$ cat src/rtl/cache_arbiter.sv
// Shares one physical-memory line port between the I-cache and D-cache miss paths.
// Round-robin between requesters; a D writeback is held together with its refill.
module cache_arbiter #(
  parameter int ADDR_WIDTH = 16,
  parameter int LINE_WIDTH = 128
) (
  input  logic                  clk,
  input  logic                  rst_n,
  input  logic                  i_mem_read,
  input  logic [ADDR_WIDTH-1:0] i_mem_address,
  output logic [LINE_WIDTH-1:0] i_mem_rdata,
  output logic                  i_mem_resp,
  input  logic                  d_mem_read,
  input  logic                  d_mem_write,
  input  logic                  d_mem_done,
  input  logic [ADDR_WIDTH-1:0] d_mem_address,
  input  logic [LINE_WIDTH-1:0] d_mem_wdata,
  output logic [LINE_WIDTH-1:0] d_mem_rdata,
  output logic                  d_mem_resp,
  output logic                  pmem_read,
  output logic                  pmem_write,
  output logic [ADDR_WIDTH-1:0] pmem_address,
  output logic [LINE_WIDTH-1:0] pmem_wdata,
  input  logic [LINE_WIDTH-1:0] pmem_rdata,
  input  logic                  pmem_resp
);

  typedef enum logic [1:0] {
    IDLE    = 2'd0,
    GRANT_I = 2'd1,
    GRANT_D = 2'd2,
    D_HOLD  = 2'd3
  } state_t;

  state_t r_state;
  logic   r_last_d;   // 1 when the D-cache completed the most recent transaction
  logic   w_i_req;
  logic   w_d_req;

  assign w_i_req = i_mem_read;
  assign w_d_req = d_mem_read | d_mem_write;

  always_ff @(posedge clk or negedge rst_n) begin
    if (!rst_n) begin
      r_state  <= IDLE;
      r_last_d <= 1'b0;
    end else begin
      case (r_state)
        IDLE: begin
          if (w_i_req && w_d_req) begin
            r_state <= r_last_d ? GRANT_I : GRANT_D;
          end else if (w_i_req) begin
            r_state <= GRANT_I;
          end else if (w_d_req) begin
            r_state <= GRANT_D;
          end
        end
        GRANT_I: begin
          if (pmem_resp) begin
            r_state  <= IDLE;
            r_last_d <= 1'b0;
          end else if (!i_mem_read) begin
            r_state <= IDLE;
          end
        end
        GRANT_D: begin
          // A completed writeback keeps the port so the refill cannot be overtaken
          if (pmem_resp) begin
            if (d_mem_write) begin
              r_state <= D_HOLD;
            end else begin
              r_state  <= IDLE;
              r_last_d <= 1'b1;
            end
          end else if (!w_d_req) begin
            r_state <= IDLE;
          end
        end
        D_HOLD: begin
          if (d_mem_done) begin
            r_state <= GRANT_D;
          end else begin
            r_state  <= IDLE;
            r_last_d <= 1'b1;
          end
        end
        default: r_state <= IDLE;
      endcase
    end
  end

  assign i_mem_rdata = pmem_rdata;
  assign d_mem_rdata = pmem_rdata;

  always_comb begin
    pmem_read    = 1'b0;
    pmem_write   = 1'b0;
    pmem_address = '0;
    pmem_wdata   = '0;
    i_mem_resp   = 1'b0;
    d_mem_resp   = 1'b0;
    case (r_state)
      GRANT_I: begin
        pmem_read    = i_mem_read;
        pmem_address = i_mem_address;
        i_mem_resp   = pmem_resp;
      end
      GRANT_D: begin
        pmem_write   = d_mem_write;
        pmem_read    = d_mem_read & ~d_mem_write;
        pmem_address = d_mem_address;
        pmem_wdata   = d_mem_wdata;
        d_mem_resp   = pmem_resp;
      end
      default: ;
    endcase
  end

endmodule

$ cat config.mk
export PLATFORM = sky130hd
export DESIGN_NAME = cache_arbiter
export DESIGN_NICKNAME = d
export VERILOG_FILES = /design/src/rtl/cache_arbiter.sv
export SDC_FILE = /design/constraint.sdc
export NUM_CORES = 1
export LEC_CHECK = 0
export CAP_MARGIN = 15
export CORE_AREA = 2 2 269 271
export CTS_CLUSTER_DIAMETER = 30
export DETAILED_ROUTE_END_ITERATION = 8
export DIE_AREA = 0 0 271 273
export DONT_BUFFER_PORTS = 1
export PLACE_DENSITY = 0.3
export REMOVE_ABC_BUFFERS = 1
export SETUP_SLACK_MARGIN = 0.3
export SKIP_LAST_GASP = 1
export SLEW_MARGIN = 20
export SYNTH_ARGS = -nofsm -noshare
export SYNTH_HDL_FRONTEND = slang
export SYNTH_SLANG_ARGS = --single-unit
$ cat constraint.sdc
create_clock -name clk -period 2.2 [get_ports clk]
set_input_delay 0.22 -clock clk [delete_from_list [all_inputs] [get_ports clk]]
set_output_delay 0.22 -clock clk [all_outputs]
set_load 0.05 [all_outputs]
==> summary.md, run 1 <==
| Metric | Value |
|---|---|
| Internal Pwr Total | `4.254 mW` |
| Post-Synthesis Cells | `472` |
| Critical setup path kind | `flop to primary output` |
| Max IR drop VDD | `0.0007264 V` |
| Final min period | `1885 ps` |
| Final #Nets | `665` |
| Final Hold Fails | `0` |
| Yosys top cell by area | `buf_4` |
| Die width | `271 um` |
| GRT Util Overall | `18.60%` |
| Post-synthesis async set-or-reset flop share | `100.0%` |
| Area after DPL | `4668 um^2` |
| Drt total wl | `71770 um` |
| Sequential fraction of the synthesis area | `2.240%` |
| 1st-iter DRT viols | `256` |
| Min-Delay Path Class | `primary input to flop` |
| Worst path required time | `1980 ps` |
| Crit end category | `primary output` |
| Via density per instance | `2.572` |
| Clk network pwr share | `2.8%` |
| Die Ht | `273 um` |
| Critical Path AT | `1670 ps` |
| Pwr Density | `1972 nW/um^2` |
| CP Buf/Inv Count | `3` |
| Area of the multi-input gates | `1348 um^2` |
| Largest stage delay, worst path | `440 ps` |
| Syn Area/Cell | `7.102 um^2` |
| Root buf cell | `clkbuf_16` |
| I/O pin count | `699` |
| CTS tree | `built` |
| Status | `finished clean` |
| Remaining antenna violation count | `0` |
| Vias | `3421` |
| Largest net degree at the start of global routing | `33` |
| Final period util | `85.69%` |
| Worst skew pair latency | `220 ps` |
| Max cap viols | `0` |
| Final count of pins violating max slew | `0` |
| Slew of the pin with the lowest slew margin | `516.4 ps` |
| IO buf count | `0` |
| Final setup vio count | `0` |
| Fraction of layout cells with a size suffix above 1 | `53.57%` |
| Top cells by area, synth | `buf_4, and2_1, a22oi_1` |
| CP Max Fanout | `22` |
| Total iterations of the first detailed-routing run | `5` |
| Area Growth Syn to Fin | `55.28%` |
| Sw frac | `58.57%` |
| Comb power frac | `96.0%` |
| Post-route cell area | `5205 um^2` |
| Core ar. | `71000 um^2` |
| Top FF cell, synth | `dfrtp_1` |
| P_leak | `1.820 nW` |
| Crit path max-delay family | `buffers and inverters` |
| Sequential share of power | `1.2%` |
| Worst Skew | `0.6482 ps` |
| Fill cells | `8293` |
| GRT Residual Overflow | `0` |
| # clock sinks | `3` |
| H-tree depth | `1` |
| Routed length per instance | `53.96 um` |
| Slowest-stage cell, CP | `dfrtp_2` |
| Crit path launch type | `flop` |
| RSZ-0062 raised after global routing | `yes` |
| Number of global-route vias before repair | `3006` |
| Die area | `73980 um^2` |
| Number of core rows | `98` |
| Gpl congestion | `0.9888` |
| Synth cell types | `26` |
| Worst rel slew slack | `65.81%` |
| Initial Util | `4.721%` |
| Post-detail-place hpwl | `66360 um` |
| Global-route wire length before repair | `78780 um` |
| Most frequent cells after synthesis | `buf_4, and2_1, a22oi_1, clkbuf_1, nor2b_1` |
| EDFF count, synth | `0` |
| Most common cell in the netlist | `buf_4` |
| CTS Buf Count | `3` |
| NetSw | `6.012 mW` |
| Antenna violations before repair | `51` |
| Clock transition at path regs | `30 ps` |
| Mapped Area | `3352 um^2` |
| Top-area cell type share of the netlist area | `57.33%` |
| Register area | `76.32 um^2` |
| Final Util | `7.331%` |
| Residual DRC count | `0` |
| Fmax | `530.5 MHz` |
| CTS max path bufs | `2` |
| FF+latch count, synth | `3` |
| Yosys warnings | `0` |
| Worst-path cell chain | `inv_2 -> ha_2 -> buf_12 -> a22oi_1 -> nor2b_1 -> buf_6` |
## worst paths after layout
kind	startpoint	end	slack, ps	depth (start not counted)
max	r_state[1]	pmem_address[9]	310	6
min	d_mem_done	r_last_d	280	3
max reg2reg	r_state[0]	r_state[1]	340	6
min reg2reg	r_last_d	r_last_d	550	2
max in group asynchronous	rst_n	r_state[1]	1710	1
min in group asynchronous	rst_n	r_last_d	290	1
## worst reg2reg max path, delay by kind of cell (launching register included)
family | cells | cell delay (ps)
and+or+nand+nor | 1 | 450
DFF | 1 | 400
muxes | 1 | 330
buffers and inverters | 2 | 220
adders and majority gates | 1 | 200
AOI/OAI and AO/OA | 1 | 120
## logic make-up (layout without fill, tap and decap cells)
group | Yosys count | in the layout | synth area share [%]
compound gates | 26 | 26 | 5.898
fa+ha+maj | 5 | 5 | 1.866
buf+inv | 278 | 170 | 59.87
flops | 3 | 3 | 2.240
mux | 2 | 2 | 0.7464
other cells | 0 | 16 | 0
simple gates | 158 | 158 | 29.38
## stage by stage
step	hold WS, ps	setup WS (ps)	setup TNS (ps)	std cells	power, mW
2_1_floorplan	-75.59	-1703	-153260	196	4.852
3_3_place_gp	-74.24	340.0	0	1296	8.993
3_5_place_dp	-74.23	305.5	0	1296	8.998
5_1_grt	267.6	260.9	0	1322	10.71
6_report	275.2	314.9	0	1330	10.27
4_1_cts	260.9	300.1	0	1309	9.816
## cells in the final DEF, fill, tap and decap left out, drive strengths merged, types with 2 or more instances in the layout
cell,n
nor2b,17
inv,2
diode,16
a22oi,18
nor2,3
nand3b,2
clkbuf,6
and2,132
ha,5
dfrtp,3
buf,161
## power by group through the flow
stage	clock [mW]	combinational (mW)	sequential [mW]
2_1_floorplan	0	4.75	0.101
3_3_place_gp	0	8.88	0.109
3_5_place_dp	0	8.89	0.112
4_1_cts	0.293	9.41	0.116
5_1_grt	0.302	10.3	0.121
6_report	0.287	9.86	0.121
## flip-flops by register name (all words and copies together) (netlist names)
signal	cells
r_last_d	1
r_state	2
## layout make-up
type | count | share of cell area, %
Tap cell | 950 | 22.84
Timing Repair Buffer | 164 | 47.38
Antenna cell | 16 | 0.7692
Sequential cell | 3 | 1.466
Inverter | 2 | 0.1442
Clock buffer | 4 | 1.514
Multi-Input combinational cell | 191 | 25.89
## metal layers
metal | share of wire, % | GRT usage (%) | vias up
met4 | 4.0 | 6.252 | 34
met3 | 31 | 28.35 | 108
met5 | 1.3 | 9.949 | -
met2 | 38 | 25.70 | 877
li1 | - | - | 1004
met1 | 25 | 12.37 | 1398
## timing repair
item                                    4_1_cts  5_1_grt
endpoints found under the setup margin      132       83
buffers inserted                              6        3
pin swaps                                     1        0
gates resized for setup                       9       53
gates cloned                                  2        2
endpoints found under the hold margin         3        0
hold buffers                                  1        0
Note: power is estimated with default switching activity, not from simulation.
==> run 2, diff against run 1 <==
Settings changed: CTS_BUF_LIST from default to sky130_fd_sc_hd__clkbuf_4 sky130_fd_sc_hd__clkbuf_8, SKIP_CTS_REPAIR_TIMING from default to 1.
==> run 2 against run 1 <==
Compared with the run above:
- clock power is 40% lower
- largest power group unchanged
- sequential share of layout area is essentially flat
- critical path type unchanged
- highest routed layer unchanged
- fmax rose by 0.94%
==> summary.md, run 2 (synthesis gave the netlist of run 1 again) <==
| Metric | Value |
|---|---|
| Remaining antenna violation count | `0 (unchanged)` |
| Most common cell after layout, fill and taps aside | `and2_1 (unchanged)` |
| CP startpoint | `r_state[0] (was r_state[1])` |
| Slew of the pin with the lowest slew margin | `522.5 ps (was 516.4 ps)` |
| CP Buf/Inv Count | `4 (was 3)` |
| Final min period | `1868 ps (was 1885 ps)` |
| Residual DRC count | `0 (unchanged)` |
| Final Hold Fails | `0 (unchanged)` |
| # clock sinks | `3 (unchanged)` |
| P_leak | `1.794 nW (was 1.820 nW)` |
| Critical path's most frequent cell | `buf_12` |
| Root buf cell | `clkbuf_8 (was clkbuf_16)` |
| Worst skew pair latency | `220 ps (about the same)` |
| Largest net degree at the start of global routing | `64 (was 33)` |
| Number of global-route vias before repair | `2917 (was 3006)` |
| Final period util | `84.89% (was 85.69%)` |
| Sequential share of power | `1.2% (about the same)` |
| Pwr Density | `1981 nW/um^2 (was 1972 nW/um^2)` |
| Final Util | `7.243% (was 7.331%)` |
| Hold endpoint | `r_last_d (unchanged)` |
| Vias | `3519 (was 3421)` |
| Crit path max-delay family | `buffers and inverters (unchanged)` |
| Final count of pins violating max slew | `0 (unchanged)` |
| Max IR drop VDD | `0.0005910 V (was 0.0007264 V)` |
| Clk network pwr share | `1.7% (was 2.8%)` |
| Status | `finished clean (unchanged)` |
| GRT Residual Overflow | `0 (unchanged)` |
| R2R setup slack | `380 ps (was 340 ps)` |
| IO buf count | `0 (unchanged)` |
| Most frequent cells in the layout | `and2_1, buf_12, buf_4 (unchanged)` |
| Critical Path AT | `1650 ps (was 1670 ps)` |
| Worst path required time | `1980 ps (about the same)` |
| R2R Path End | `r_state[1] (unchanged)` |
| Initial Util | `4.721% (unchanged)` |
| GRT Util Overall | `18.37% (was 18.60%)` |
| H-tree depth | `1 (unchanged)` |
| CTS Buf Count | `3 (unchanged)` |
| Die area | `73980 um^2 (unchanged)` |
| CTS max path bufs | `2 (unchanged)` |
| Sw frac | `59.62% (was 58.57%)` |
| Routed length per instance | `54.60 um (was 53.96 um)` |
| Worst Hold Launch | `d_mem_done (unchanged)` |
| Total iterations of the first detailed-routing run | `5 (unchanged)` |
| Worst rel slew slack | `65.41% (was 65.81%)` |
| NetSw | `6.074 mW (was 6.012 mW)` |
| Slowest-stage cell, CP | `dfrtp_1 (was dfrtp_2)` |
| Die width | `271 um (unchanged)` |
| RSZ-0062 raised after global routing | `yes (unchanged)` |
| Number of core rows | `98 (unchanged)` |
| Final setup vio count | `0 (unchanged)` |
| CTS tree | `built (unchanged)` |
| 1st-iter DRT viols | `244 (was 256)` |
| Max cap viols | `0 (unchanged)` |
| Antenna violations before repair | `53 (was 51)` |
| Register-to-Register Path Depth | `5 (was 6)` |
| Fraction of layout cells with a size suffix above 1 | `51.24% (was 53.57%)` |
| Critical setup path kind | `flop to primary output (unchanged)` |
| Core ar. | `71000 um^2 (unchanged)` |
| Internal Pwr Total | `4.114 mW (was 4.254 mW)` |
| Pwr Total | `10.19 mW (was 10.27 mW)` |
| Comb power frac | `97.1% (was 96.0%)` |
| Crit end category | `primary output (unchanged)` |
| CP Max Fanout | `31 (was 22)` |
| Worst-path cell chain | `inv_2 -> ha_4 -> buf_12 -> clkbuf_16 -> and2_1 -> buf_12 (was inv_2 -> ha_2 -> buf_12 -> a22oi_1 -> nor2b_1 -> buf_6)` |
| Global-route wire length before repair | `77780 um (was 78780 um)` |
| Largest register by flop count | `r_state (unchanged)` |
| Clock transition at path regs | `30 ps (about the same)` |
| Crit path launch type | `flop (unchanged)` |
| Final #Nets | `664 (was 665)` |
| Max FFs per register | `2 (unchanged)` |
| Worst Skew | `1.558 ps (was 0.6482 ps)` |
| I/O pin count | `699 (unchanged)` |
| Die Ht | `273 um (unchanged)` |
| Post-detail-place hpwl | `66360 um (unchanged)` |
| Fmax | `535.5 MHz (was 530.5 MHz)` |
| Largest stage delay, worst path | `400 ps (was 440 ps)` |
| Worst hold path depth | `3 (unchanged)` |
| Reg-to-reg startpoint | `r_state[1] (was r_state[0])` |
| Top flop regs | `r_state x2, r_last_d x1 (unchanged)` |
| Min-Delay Path Class | `primary input to flop (unchanged)` |
| Drt total wl | `72450 um (was 71770 um)` |
| Gpl congestion | `0.9888 (unchanged)` |
| Via density per instance | `2.652 (was 2.572)` |
| Area Growth Syn to Fin | `53.42% (was 55.28%)` |
-- run 2: cell count changes in the layout (fill, tap and decap cells not counted), moves of 2 or more --
cell       change
clkbuf_16      -2
buf_16         -2
and2_4         -7
and2_1         +6
ha_1           +2
buf_8          +4
clkbuf_8       +3
buf_4          -3
diode_2        -2
ha_2           -2
-- run 2: worst reg2reg max path: cells and delay by family (launching register included) --
| family | cells | cell delay, ps |
|---|---|---|
| buffers and inverters | 1 | 110 |
| adders and majority gates | 1 | 230 |
| AOI/OAI and AO/OA | 1 | 120 |
| and+or+nand+nor | 1 | 460 |
| DFF | 1 | 430 |
| muxes | 1 | 330 |
-- run 2: worst max path at each step --
stage / cells past startpoint / to / slack (ps)
floorplan: 4 / pmem_read / -1700
global placement: 5 / pmem_wdata[107] / 340
detailed placement: 5 / pmem_wdata[107] / 310
CTS: 5 / pmem_wdata[82] / 70
global route: 7 / pmem_address[3] / 250
finish: 6 / pmem_wdata[71] / 330
-- run 2: layout make-up --
| cell class | count | area [um^2] |
|---|---|---|
| Antenna cell | 14 | 35.03 |
| Fill cell | 8289 | 65850 |
| Timing Repair Buffer | 163 | 2462 |
| Inverter | 2 | 7.507 |
| Sequential cell | 3 | 76.32 |
| Tap cell | 950 | 1189 |
| Clock buffer | 4 | 48.80 |
| Multi-Input combinational cell | 191 | 1324 |
-- run 2: per-layer routing --
metal	routed length (um)	track usage [%]	share of wire, %	up-vias
met4	2962	6.586	4.1	30
met2	27820	25.10	38	962
met3	23300	28.77	32	101
li1	-	-	-	999
met1	17490	11.97	24	1427
met5	886	8.087	1.2	-
-- run 2: power groups by stage --
stage	clock network, mW	logic [mW]	registers [mW]
finish	0.173	9.90	0.119
global route	0.187	10.3	0.122
CTS	0.178	8.92	0.111
detailed placement	0	8.89	0.112
global placement	0	8.88	0.109
floorplan	0	4.75	0.101
-- run 2: through the flow --
step | worst slack [ps] | instances | setup TNS, ps | cell area (um^2) | hold WS [ps]
global placement | 340.0 | 1296 | 0 | 4668 | -74.24
finish | 332.5 | 1327 | 0 | 5142 | 275.9
detailed placement | 305.5 | 1296 | 0 | 4668 | -74.23
global route | 250.3 | 1318 | 0 | 5120 | 270.1
floorplan | -1703 | 196 | -153260 | 1353 | -75.59
CTS | 65.04 | 1300 | 0 | 4717 | -304.6
